[src/rtl/branch_resolver.sv]
// EX-stage branch resolution unit: resolves each control transfer, publishes a one-entry
// record for the predictor and squashes wrong-path EX instructions after a mispredict.
// Optional performance counters are enabled with `define BRANCH_PERF_EN.
module branch_resolver #(
  parameter int unsigned SHADOW_CYCLES = 1,
  parameter int unsigned CNT_WIDTH     = 32
) (
  input  logic                 clk,
  input  logic                 rst,
  input  logic                 stall,
  input  logic                 ex_valid,
  input  logic                 ex_branch,
  input  logic                 ex_cond,
  input  logic                 ex_jalr,
  input  logic [2:0]           ex_funct3,
  input  logic [31:0]          ex_pc,
  input  logic [31:0]          ex_imm,
  input  logic [31:0]          ex_rs1_val,
  input  logic [31:0]          ex_rs2_val,
  input  logic                 ex_predict_taken,
  input  logic [31:0]          ex_predict_pc,
  output logic [31:0]          old_pc,
  output logic [31:0]          old_branch_pc,
  output logic [31:0]          old_predict_pc,
  output logic                 old_predict,
  output logic                 old_actual,
  output logic                 old_branch,
  output logic [CNT_WIDTH-1:0] branch_cnt,
  output logic [CNT_WIDTH-1:0] miss_cnt,
  output logic [1:0]           dbg_state
);

  typedef enum logic [1:0] {
    IDLE     = 2'd0,
    REC_OK   = 2'd1,
    REC_MISS = 2'd2,
    SHADOW   = 2'd3
  } state_t;

  localparam logic [2:0] SHADOW_LOAD = (SHADOW_CYCLES == 0) ? 3'd0 : 3'(SHADOW_CYCLES - 1);

  state_t      state_q, state_d;
  logic [2:0]  shadow_q, shadow_d;
  logic        cond_true, actual, ex_miss;
  logic        capture_ok, capture;
  logic [31:0] jalr_sum, target, next_pc;

  always_comb begin
    cond_true = 1'b0;
    case (ex_funct3)
      3'b000:  cond_true = (ex_rs1_val == ex_rs2_val);
      3'b001:  cond_true = (ex_rs1_val != ex_rs2_val);
      3'b100:  cond_true = ($signed(ex_rs1_val) <  $signed(ex_rs2_val));
      3'b101:  cond_true = ($signed(ex_rs1_val) >= $signed(ex_rs2_val));
      3'b110:  cond_true = (ex_rs1_val <  ex_rs2_val);
      3'b111:  cond_true = (ex_rs1_val >= ex_rs2_val);
      default: cond_true = 1'b0;
    endcase
  end

  assign actual   = ex_cond ? cond_true : 1'b1;
  assign jalr_sum = ex_rs1_val + ex_imm;
  assign target   = ex_jalr ? {jalr_sum[31:1], 1'b0} : (ex_pc + ex_imm);
  assign next_pc  = actual ? target : (ex_pc + 32'd4);
  // Same rule the predictor applies to the published record.
  assign ex_miss  = (actual != ex_predict_taken) || (next_pc != ex_predict_pc);

  always_comb begin
    state_d    = state_q;
    shadow_d   = shadow_q;
    capture_ok = 1'b0;
    case (state_q)
      IDLE, REC_OK: capture_ok = 1'b1;
      REC_MISS: begin
        if (SHADOW_CYCLES == 0) begin
          capture_ok = 1'b1;
        end else begin
          shadow_d = SHADOW_LOAD;
          state_d  = (SHADOW_LOAD != 3'd0) ? SHADOW : IDLE;
        end
      end
      SHADOW: begin
        shadow_d = (shadow_q == 3'd0) ? 3'd0 : (shadow_q - 3'd1);
        state_d  = (shadow_q <= 3'd1) ? IDLE : SHADOW;
      end
      default: state_d = IDLE;
    endcase
    capture = capture_ok && (shadow_q == 3'd0) && ex_valid && ex_branch;
    if (capture_ok) begin
      state_d = capture ? (ex_miss ? REC_MISS : REC_OK) : IDLE;
    end
  end

  always_ff @(posedge clk or negedge rst) begin
    if (!rst) begin
      state_q        <= IDLE;
      shadow_q       <= 3'd0;
      old_branch     <= 1'b0;
      old_actual     <= 1'b0;
      old_predict    <= 1'b0;
      old_pc         <= 32'd0;
      old_branch_pc  <= 32'd0;
      old_predict_pc <= 32'd0;
    end else if (!stall) begin
      state_q  <= state_d;
      shadow_q <= shadow_d;
      // A non-captured cycle clears the record so the predictor never sees a stale fail.
      old_branch     <= capture;
      old_actual     <= capture ? actual : 1'b0;
      old_predict    <= capture ? ex_predict_taken : 1'b0;
      old_pc         <= capture ? next_pc : 32'd0;
      old_branch_pc  <= capture ? ex_pc : 32'd0;
      old_predict_pc <= capture ? ex_predict_pc : 32'd0;
    end
  end

  assign dbg_state = state_q;

`ifdef BRANCH_PERF_EN
  logic [CNT_WIDTH-1:0] branch_q, miss_q;

  always_ff @(posedge clk or negedge rst) begin
    if (!rst) begin
      branch_q <= '0;
      miss_q   <= '0;
    end else if (!stall && capture) begin
      if (branch_q != '1) branch_q <= branch_q + CNT_WIDTH'(1);
      if (ex_miss && (miss_q != '1)) miss_q <= miss_q + CNT_WIDTH'(1);
    end
  end

  assign branch_cnt = branch_q;
  assign miss_cnt   = miss_q;
`else
  assign branch_cnt = '0;
  assign miss_cnt   = '0;
`endif

endmodule
[config.mk]
export PLATFORM = sky130hd
export DESIGN_NAME = branch_resolver
export DESIGN_NICKNAME = d
export VERILOG_FILES = /design/src/rtl/branch_resolver.sv
export SDC_FILE = /design/constraint.sdc
export NUM_CORES = 1
export LEC_CHECK = 0
export ABC_CLOCK_PERIOD_IN_PS = 4100
export CORE_MARGIN = 4
export CORE_UTILIZATION = 30
export CTS_CLUSTER_DIAMETER = 200
export DETAILED_ROUTE_END_ITERATION = 10
export GPL_TIMING_DRIVEN = 1
export PLACE_DENSITY = 0.55
export SETUP_SLACK_MARGIN = 0.5
export SLEW_MARGIN = 15
export SYNTH_ARGS = -nofsm -noshare
export SYNTH_HDL_FRONTEND = slang
export SYNTH_SLANG_ARGS = --single-unit
export TNS_END_PERCENT = 100
[constraint.sdc]
create_clock -name clk -period 4.1 [get_ports clk]
set_input_delay 0.41 -clock clk [delete_from_list [all_inputs] [get_ports clk]]
set_output_delay 0.41 -clock clk [all_outputs]
set_load 0.02 [all_outputs]
Word level (Yosys, flattened, before mapping)
Cells that the tools add are included.
- bits in registers: 104
- input port bits: 171
- output and inout port bits: 165
- logic and storage cells: 59
- add/sub/neg operators: 4
- $lt $le $gt $ge: 5
- equal/unequal tests: 12
- mux-type cells: 17
- bitwise logic cells: 1
- reduce and logical (&&, ||, !) cells: 12
- operator list (kind ; number):
    32-bit 2-to-1 mux ; 5
    32-bit adder ; 2
    32-bit >= comparator ; 2
    32-bit < comparator ; 2
    32-bit != test ; 2
    32-bit by 3-bit adder with 32-bit output (second input constant) ; 1
    32-bit equality test ; 1
    3-bit equality test (second input constant) ; 4
    2-bit 2-to-1 mux ; 4
    3-bit logical NOT ; 2
    1-bit one-hot mux with 6 select lines ; 1
    3-bit one-hot mux with 2 select lines ; 1
    2-bit equality test (second input constant) ; 2
    1-bit 2-to-1 mux ; 4
    2-bit one-hot mux with 2 select lines ; 1
    2-bit AND reduction ; 2
    3-bit by 1-bit equality test with 1-bit output (second input constant) ; 1
    3-bit by 1-bit <= comparator with 1-bit output (second input constant) ; 1
    1-bit logical AND ; 3
    3-bit 2-to-1 mux ; 1
    3-bit nonzero test ; 1
    3-bit by 1-bit subtractor with 3-bit output (second input constant) ; 1
    2-bit by 1-bit equality test with 1-bit output (second input constant) ; 1
    2-bit logical NOT ; 1
    other kinds (5) ; 5

Longest topological paths before layout
Gate-level depths: netlist (run 1).
- depth in word-level cells: 9
- gate-level depth with buffers: 16
- mapped depth without buffers: 14

Worst setup path after synthesis (run 1)
Ideal clock, no wire load.
- kind: input to register
- start: in ex_rs2_val[31]
- end: reg state_q[1] (netlist: dbg_state[1])
- library setup time: 0.133 ns
- arrival time: 3.722 ns
- data required time: 3.967 ns
- path slack: 0.244 ns
- stages: 15
- buffers on the path: 1
- cell sequence: inv_1 ha_1 nand4_2 nor4_1 nand4_1 mux2i_1 a211o_1 or3_1 buf_6 mux2i_4 xnor2_1 or4_1 nor4_2 nand4_1 a21boi_1
- word-level cells in the longest chain between the ends: 9
- elaborated cells on any way between the ends: 15
- those cells by class: order compare (4); eq/ne (4); mux (6); reduce/logical (1)
- RTL lines (what ; RTL line ; RTL):
    start: declaration ; 19 ; input logic [31:0] ex_rs2_val,
    32-bit >= comparator, or another cell as far along ; 56 ; 3'b111: cond_true = (ex_rs1_val >= ex_rs2_val);
    1-bit one-hot mux with 6 select lines (*) ; 50 ; case (ex_funct3)
    1-bit 2-to-1 mux (*) ; 61 ; assign actual = ex_cond ? cond_true : 1'b1;
    32-bit 2-to-1 mux ; 64 ; assign next_pc = actual ? target : (ex_pc + 32'd4);
    32-bit != test ; 66 ; assign ex_miss = (actual != ex_predict_taken) || (next_pc != ex_predict_pc);
    1-bit logical OR (*) ; 66 ;
    2-bit 2-to-1 mux (*) (2 in series) ; 90 ; state_d = capture ? (ex_miss ? REC_MISS : REC_OK) : IDLE;
    2-bit 2-to-1 mux (*) ; 89 ; if (capture_ok) begin
    end signal: assignment ; 105 ; state_q <= state_d;
    end: declaration ; 42 ; state_t state_q, state_d;
Every way passes the cells marked *; elsewhere a longest branch is shown, timed or not.
A chain may end at the register's enable or synchronous reset.

Worst setup path in the final report (run 1)
- start: in ex_pc[4]
- end: reg state_q[1] (netlist: dbg_state[1])
- word-level cells in the longest chain between the ends: 8
- elaborated cells on any way between the ends: 9
- those cells by class: add/sub (2); eq/ne (1); mux (5); reduce/logical (1)
- RTL lines (what ; RTL line ; RTL):
    start: declaration ; 16 ; input logic [31:0] ex_pc,
    32-bit adder ; 63 ; assign target = ex_jalr ? {jalr_sum[31:1], 1'b0} : (ex_pc + ex_imm);
    32-bit 2-to-1 mux ; 63 ;
    32-bit 2-to-1 mux (*) ; 64 ;
    32-bit != test (*) ; 66 ;
    1-bit logical OR (*) ; 66 ;
    2-bit 2-to-1 mux (*) (2 in series) ; 90 ;
    2-bit 2-to-1 mux (*) ; 89 ;
Marked as above.

==> impl_results.md, run 1 <==
* Synth Instances at approximately 1200
* Post-Route Utilization at 49.1%
* Hold crit path type: in2async
* Vias at ~11000
* Initial antenna violation count at 2
* Finish-stage setup viols at 0
* Die ar. at between 30000 and 40000 µm²
* Clock Skews at between 0.005 and 0.006 ns
* Final hold viol count at 0
* Initial core utilization at just over 30%
* Finished Cell Area at 16900 µm²
* Die outline height at 195 µm
* CP bufs+invs at 5
* Top-Level Pins at roughly 340
* Critical path fanouts, max at 7
* Post-route ant nets at 0
* First-pass GRT wire length at between 60 and 70 mm
* Layout cells sized above 1 at 30.2%
* Post-layout min period at roughly 4 ns
* Post-synthesis cell type count at 78
* Synth top cells by count: 105 x nand2_1, 104 x dfrtp_1, 96 x ha_1, 83 x a21oi_1, 80 x a22o_1
* Vias in the first global route at about 11000
* DRC violations left at 0
* Crit-path leading delay family: compound AO/OA/AOI/OAI gates
* # port buffers at 271
* Critical path required time at 4.30 ns
* Worst path depth at 17
* Die width at between 150 and 200 µm
* Path depth of the worst reg2reg path at 6
* Core region area at ~35000 µm²
* Dominant synthesized flop cell: dfrtp_1
* Mean Syn Cell Area at around 8.4 µm²
* Clock root buffer: clkbuf_16
* #FFs+latches synth at approximately 100
* Std-Cell Rows at a little under 70
* Crit-path cells: clkdlybuf4s50_1 > ha_4 > buf_4 > a311oi_1 > a211oi_2 > o21ai_0 > mux2_2 > a211oi_2 > buf_4 > mux2i_1 > buf_4 > xnor2_1 > o2111ai_1 > nor4_4 > buf_4 > nand4_1 > a21boi_2
* CTS Hold Bufs at 0
* Final period utilization at a little over nine tenths
* DP Area at roughly 16000 µm²
* Clock transition at path regs at ~0.08 ns
* Top cell by count, worst path: buf_4
* Count leader, synth: nand2_1
* TritonCTS Buffers at 9
* Global-route usage over all layers at 20.7%
* Crit path kind: in2reg
* RD Place Congestion at between 0.9 and 1
* Slowest cell on crit path: clkdlybuf4s50_1
* First-pass iteration count of the detailed router at 5
* Clock sinks at between 100 and 150
* Leakage power at 0.00763 µW
* Detailed router's first-iteration violation count at 566
* H-tree Lvls at 3
* Synth area leaders: dfrtp_1 25%, ha_1 11%, a22o_1 6.7%
* Max cap viols at 0
* Synth Cell Area at approximately 10000 µm²
* Unrepaired setup endpoints after global routing: yes
* Largest net degree at the start of global routing at about 100
* DP HPWL at 34.8 mm
* Max-slew violation count at 0
* EDFF count, synth at 0
* Sequential area share after synthesis at approximately 25%
* Power per standard cell area at ~250 nW/µm²
* Status: finished, final reports clean
* Slew HR at 28.6%
* P&R area growth vs syn at 61.6%
* Total wire length at about 42 mm
* Total power at between 4000 and 5000 µW
* Share of the synthesized area in the top cell type at 24.8%
* WP data arrival at about 4.1 ns
* Worst-Margin Slew at roughly 1.1 ns
* Leading area contributor after synthesis: dfrtp_1
* Async S/R FF share, synth at 100%
* CTS tree: built
* Synth warn at 0
* DR WL/cell at about 19 µm
* Max stage delay on crit path at around 0.55 ns
* Vias/cell at approximately 5.1
* # nets final at 2055
* Max Root-Sink Buffers at 2
* Clock Latency Late Sink at around 0.35 ns
* Startpoint types: primary input
* Fmax at around 250 MHz
* CP Capture Type: register
* Grt ovf at 0
* Peak supply drop at ~0.00020 V
-- placed cells by master (no fill, tap or decap), types with 55 or more instances in the layout --
cell and n:
ha_1 55, buf_4 303, nand2_1 103, nor2_1 59, clkdlybuf4s50_1 177, dfrtp_1 104
a22o_1 80, a21oi_1 75, o21ai_0 69, conb_1 64
-- final cells by class --
class,count,area (µm²)
Clock inverter,7,103
Fill cell,3367,17600
Sequential cell,104,2600
Inverter,52,220
Antenna cell,1,2.50
Clock buffer,9,225
Tap cell,455,569
Timing Repair Buffer,583,4990
Multi-Input combinational cell,1036,8230
-- state kept, by name, summed over array words and instances, names as in the netlist --
register,count
old_predict_pc,32
shadow_q,3
old_branch,1
old_branch_pc,32
old_predict,1
old_pc,32
old_actual,1
dbg_state,2
-- routing by layer --
layer	track usage, %	up-vias	wire, µm
met5	0	-	13
li1	-	5608	-
met2	34.6	333	19300
met4	3.72	2	580
met3	2.62	36	2180
met1	29.2	5447	19800
-- where the power goes --
part           switching [µW]  internal [µW]  total [µW]
combinational            1100           1060        2160
sequential               41.7           1090        1130
clock                     414            544         957
-- cell families after synthesis --
kind of cell	share of synthesized area (%)
AO/OA/AOI/OAI	26.1
AND/OR/NAND/NOR	17.3
adder cells (fa/ha/maj)	11.8
multiplexers	4.05
buffers and inverters	8.35
XOR/XNOR	7.48
flip-flops	24.8
other	0.0358
-- what timing repair did --
| item | CTS | global route |
|---|---|---|
| buffers inserted | 16 | 9 |
| resized for setup | 337 | 68 |
| pin swaps | 68 | 33 |
| setup endpoints to repair | 18 | 3 |
-- per-stage QoR --
| step | worst slack (ns) | hold WS (ns) | instances | setup TNS, ns |
|---|---|---|---|---|
| 5_1_grt | 0.0233 | 0.125 | 2247 | 0 |
| 2_1_floorplan | 0.440 | 0.114 | 1306 | 0 |
| 4_1_cts | 0.198 | 0.0960 | 2237 | 0 |
| 6_report | 0.174 | 0.0744 | 2247 | 0 |
| 3_3_place_gp | -0.700 | 0.467 | 2205 | -1.32 |
| 3_5_place_dp | -0.787 | 0.467 | 2205 | -1.63 |
-- final timing paths --
kind	slack [ns]	to	start
max	0.17	dbg_state[1]	ex_pc[4]
min	0.07	old_pc[3]	rst
max reg2reg	1.78	old_branch_pc[28]	shadow_q[0]
min reg2reg	0.49	old_pc[30]	old_pc[30]
max in group asynchronous	3.05	old_branch_pc[23]	rst
min in group clk	0.49	old_pc[30]	old_pc[30]
Note: power is estimated with default switching activity, not from simulation.
==> run 2, diff against run 1 <==
==> constraint.sdc (replaced) <==
create_clock -name clk -period 4.1 [get_ports clk]
set_input_delay 0.41 -clock clk [delete_from_list [all_inputs] [get_ports clk]]
set_output_delay 0.41 -clock clk [all_outputs]
set_load 0.01 [all_outputs]
==> results of run 2 <==
Same layout as run 1 (identical final DEF). Status: finished, final reports clean.
Main changes from that run: total power 4250 µW -> 4170 µW; worst IR drop on VDD 0.000198 V -> 0.000197 V
==> run 3, diff against run 2 <==
Settings changed: ABC_CLOCK_PERIOD_IN_PS 4100 to 5000.
Clock period 4.1 ns to 5 ns, I/O delays scaled along.
==> run 3 against run 2 <==
Compared with the run above:
- die area did not move
- first-iteration DRC count rose by 13%
- clock skew rose by 0.0024 ns
- global-route usage fell by 0.58 points
- worst setup slack improved by 0.46 ns
- combinational power fell by 30%
- final area fell by 12%
- via count fell by 7.2%
- sequential share of layout area rose by 2.0 points
- power fell by 25%
- non-clock buffer count fell by 213
- critical endpoint unchanged
- largest cell class unchanged
==> impl_results.md, run 3 (synthesis results as in run 1) <==
* Share of total power in the clock network at a little under a quarter
* Unrepaired setup endpoints after global routing: no
* # nets final at 1842
* WP data arrival at around 4.6 ns
* Final hold viol count at 0
* Seq pwr share at between 20% and 30%
* Clock root buffer: clkbuf_16
* Initial core utilization at 30.3%
* CTS Hold Bufs at 0
* Finish-stage setup viols at 0
* Grt ovf at 0
* Clock sinks at 104
* Max cap viols at 0
* Critical path fanouts, max at 7
* Int Power at slightly below 2000 µW
* Largest net degree at the start of global routing at 76
* Vias in the first global route at 10200
* Top cell by count, worst path: buf_4
* Clock transition at path regs at 0.07 ns
* Sw Pwr at ~1100 µW
* DP HPWL at ~34 mm
* Crit-path leading delay family: simple AND/OR/NAND/NOR gates
* Die outline height at roughly 190 µm
* # port buffers at 271
* Crit path kind: in2reg
* Most common cell after layout, fill and taps aside: clkdlybuf4s50_1
* Fill count at 3502
* Max stage delay on crit path at between 0.5 and 0.6 ns
* Commonest non-fill, non-tap cells in the layout: 220 x clkdlybuf4s50_1, 105 x nand2_1, 104 x dfrtp_1
* Clock Skews at 0.00830 ns
* Finished Cell Area at 15000 µm²
* Crit-path cells: clkdlybuf4s50_1 > ha_1 > nand2b_1 > a211oi_2 > buf_4 > o311ai_4 > and3_4 > a211o_4 > or3_4 > buf_8 > mux2i_4 > xnor2_1 > or4_1 > nor4_2 > buf_4 > nand4_1 > a21boi_2
* Die ar. at around 38000 µm²
* Layout cells sized above 1 at about 14%
* Status: finished, final reports clean
* TritonCTS Buffers at 9
* Slowest cell on crit path: or4_1
* CP bufs+invs at 4
* Die width at 195 µm
* DP Area at approximately 14000 µm²
* Max Root-Sink Buffers at 2
* Detailed router's first-iteration violation count at 640
* Worst-Margin Slew at 0.862 ns
* Global-route usage over all layers at between 20% and 30%
* DR WL/cell at 20.1 µm
* Fmax at 229 MHz
* Final period utilization at 87.4%
* Comb power frac at a little under half
* Hold WS at between 0.2 and 0.3 ns
* Slew HR at between 40 and 50%
* CP Capture Type: register
* CTS tree: built
* P&R area growth vs syn at 42.7%
* Biggest regs: old_branch_pc x32, old_pc x32, old_predict_pc x32
* RD Place Congestion at approximately 0.87
* Hold crit path type: in2async
* First-pass iteration count of the detailed router at 5
* Initial antenna violation count at 2
* Critical path required time at approximately 5.2 ns
* Vias at 10600
* Post-route ant nets at 0
* Std-Cell Rows at between 60 and 70
* Post-layout min period at around 4.4 ns
* Sw frac at about 37%
* Total wire length at 40.8 mm
* Startpoint types: primary input
* Power per standard cell area at roughly 210 nW/µm²
* Vias/cell at 5.21
* Core region area at between 30000 and 40000 µm²
* First-pass GRT wire length at a little over 60 mm
* DRC violations left at 0
* Peak supply drop at between 0.0001 and 0.00015 V
* Clock Latency Late Sink at between 0.3 and 0.4 ns
* Top-Level Pins at 336
* Max-slew violation count at 0
* Leakage power at approximately 0.0068 µW
* H-tree Lvls at 3
## run 3: cell count changes in the layout (fill, tap and decap cells not counted), moves of 24 or more
| cell | delta |
|---|---|
| clkdlybuf4s50_1 | +43 |
| buf_2 | -27 |
| dlygate4sd2_1 | -33 |
| buf_6 | -24 |
| dlymetal6s2s_1 | +43 |
| buf_4 | -206 |
## run 3: cell type report
class                   instances  area [µm²]  share of cell area, %
multi-input cells            1036        7700                   51.5
repair buffers                370        3590                   24.0
flip-flops and latches        104        2600                   17.4
well taps                     455         569                   3.80
clock buffers                   9         225                   1.51
inverters                      52         195                   1.30
clock inverters                 7        76.3                  0.510
diodes                          1        2.50                 0.0167
## run 3: metal layers
metal	track usage, %	wire length (µm)	vias to the layer above
li1	-	-	5179
met1	29.6	19900	5050
met4	4.37	711	2
met2	31.8	18200	339
met5	0	13	-
met3	2.53	1980	34
## run 3: path summary, 6_finish.rpt
path | slack (ns) | depth (start not counted) | to | from
min reg2reg | 0.48 | 2 | old_pc[30] | old_pc[30]
max | 0.63 | 17 | dbg_state[1] | ex_rs1_val[1]
min in group clk | 0.48 | 2 | old_pc[30] | old_pc[30]
max in group asynchronous | 3.71 | 2 | old_predict_pc[19] | rst
max reg2reg | 2.90 | 7 | old_pc[30] | shadow_q[0]
min | 0.27 | 1 | old_pc[9] | rst
## run 3: power by group through the flow
stage               registers, µW  clock network [µW]  logic, µW
global placement              941                   0       1380
detailed placement            943                   0       1390
CTS                           927                 748       1400
finish                        926                 728       1460
floorplan                     962                   0        753
global route                  933                 779       1590
## run 3: per-stage QoR
stage                     instances  util, %  setup WS (ns)  TNS [ns]  total power [µW]
after floorplan                1306        -           1.05         0              1720
after detailed placement       2008     40.5         -0.102    -0.102              2330
after global placement         2008     40.5       0.000556         0              2320
final                          2034     43.3          0.630         0              3120
after global routing           2034     43.3          0.499         0              3300
after CTS                      2024     41.6          0.509         0              3080
## run 3: worst reg2reg max path, cell delays in order (launching register included)
cell	delay [ns]
dfrtp_1	0.41
nor2_1	0.19
ha_1	0.22
nand2_1	0.08
or3_1	0.65
a21oi_1	0.23
o21ai_0	0.16
nand2_1	0.10
## run 3: timing repair
action / in CTS / in global routing
setup buffers: 0 / 9
resized for setup: 11 / 125
setup endpoints to repair: 2 / 2
gates cloned: 0 / 0
hold endpoints to repair: 0 / 0
pin swaps: 5 / 31
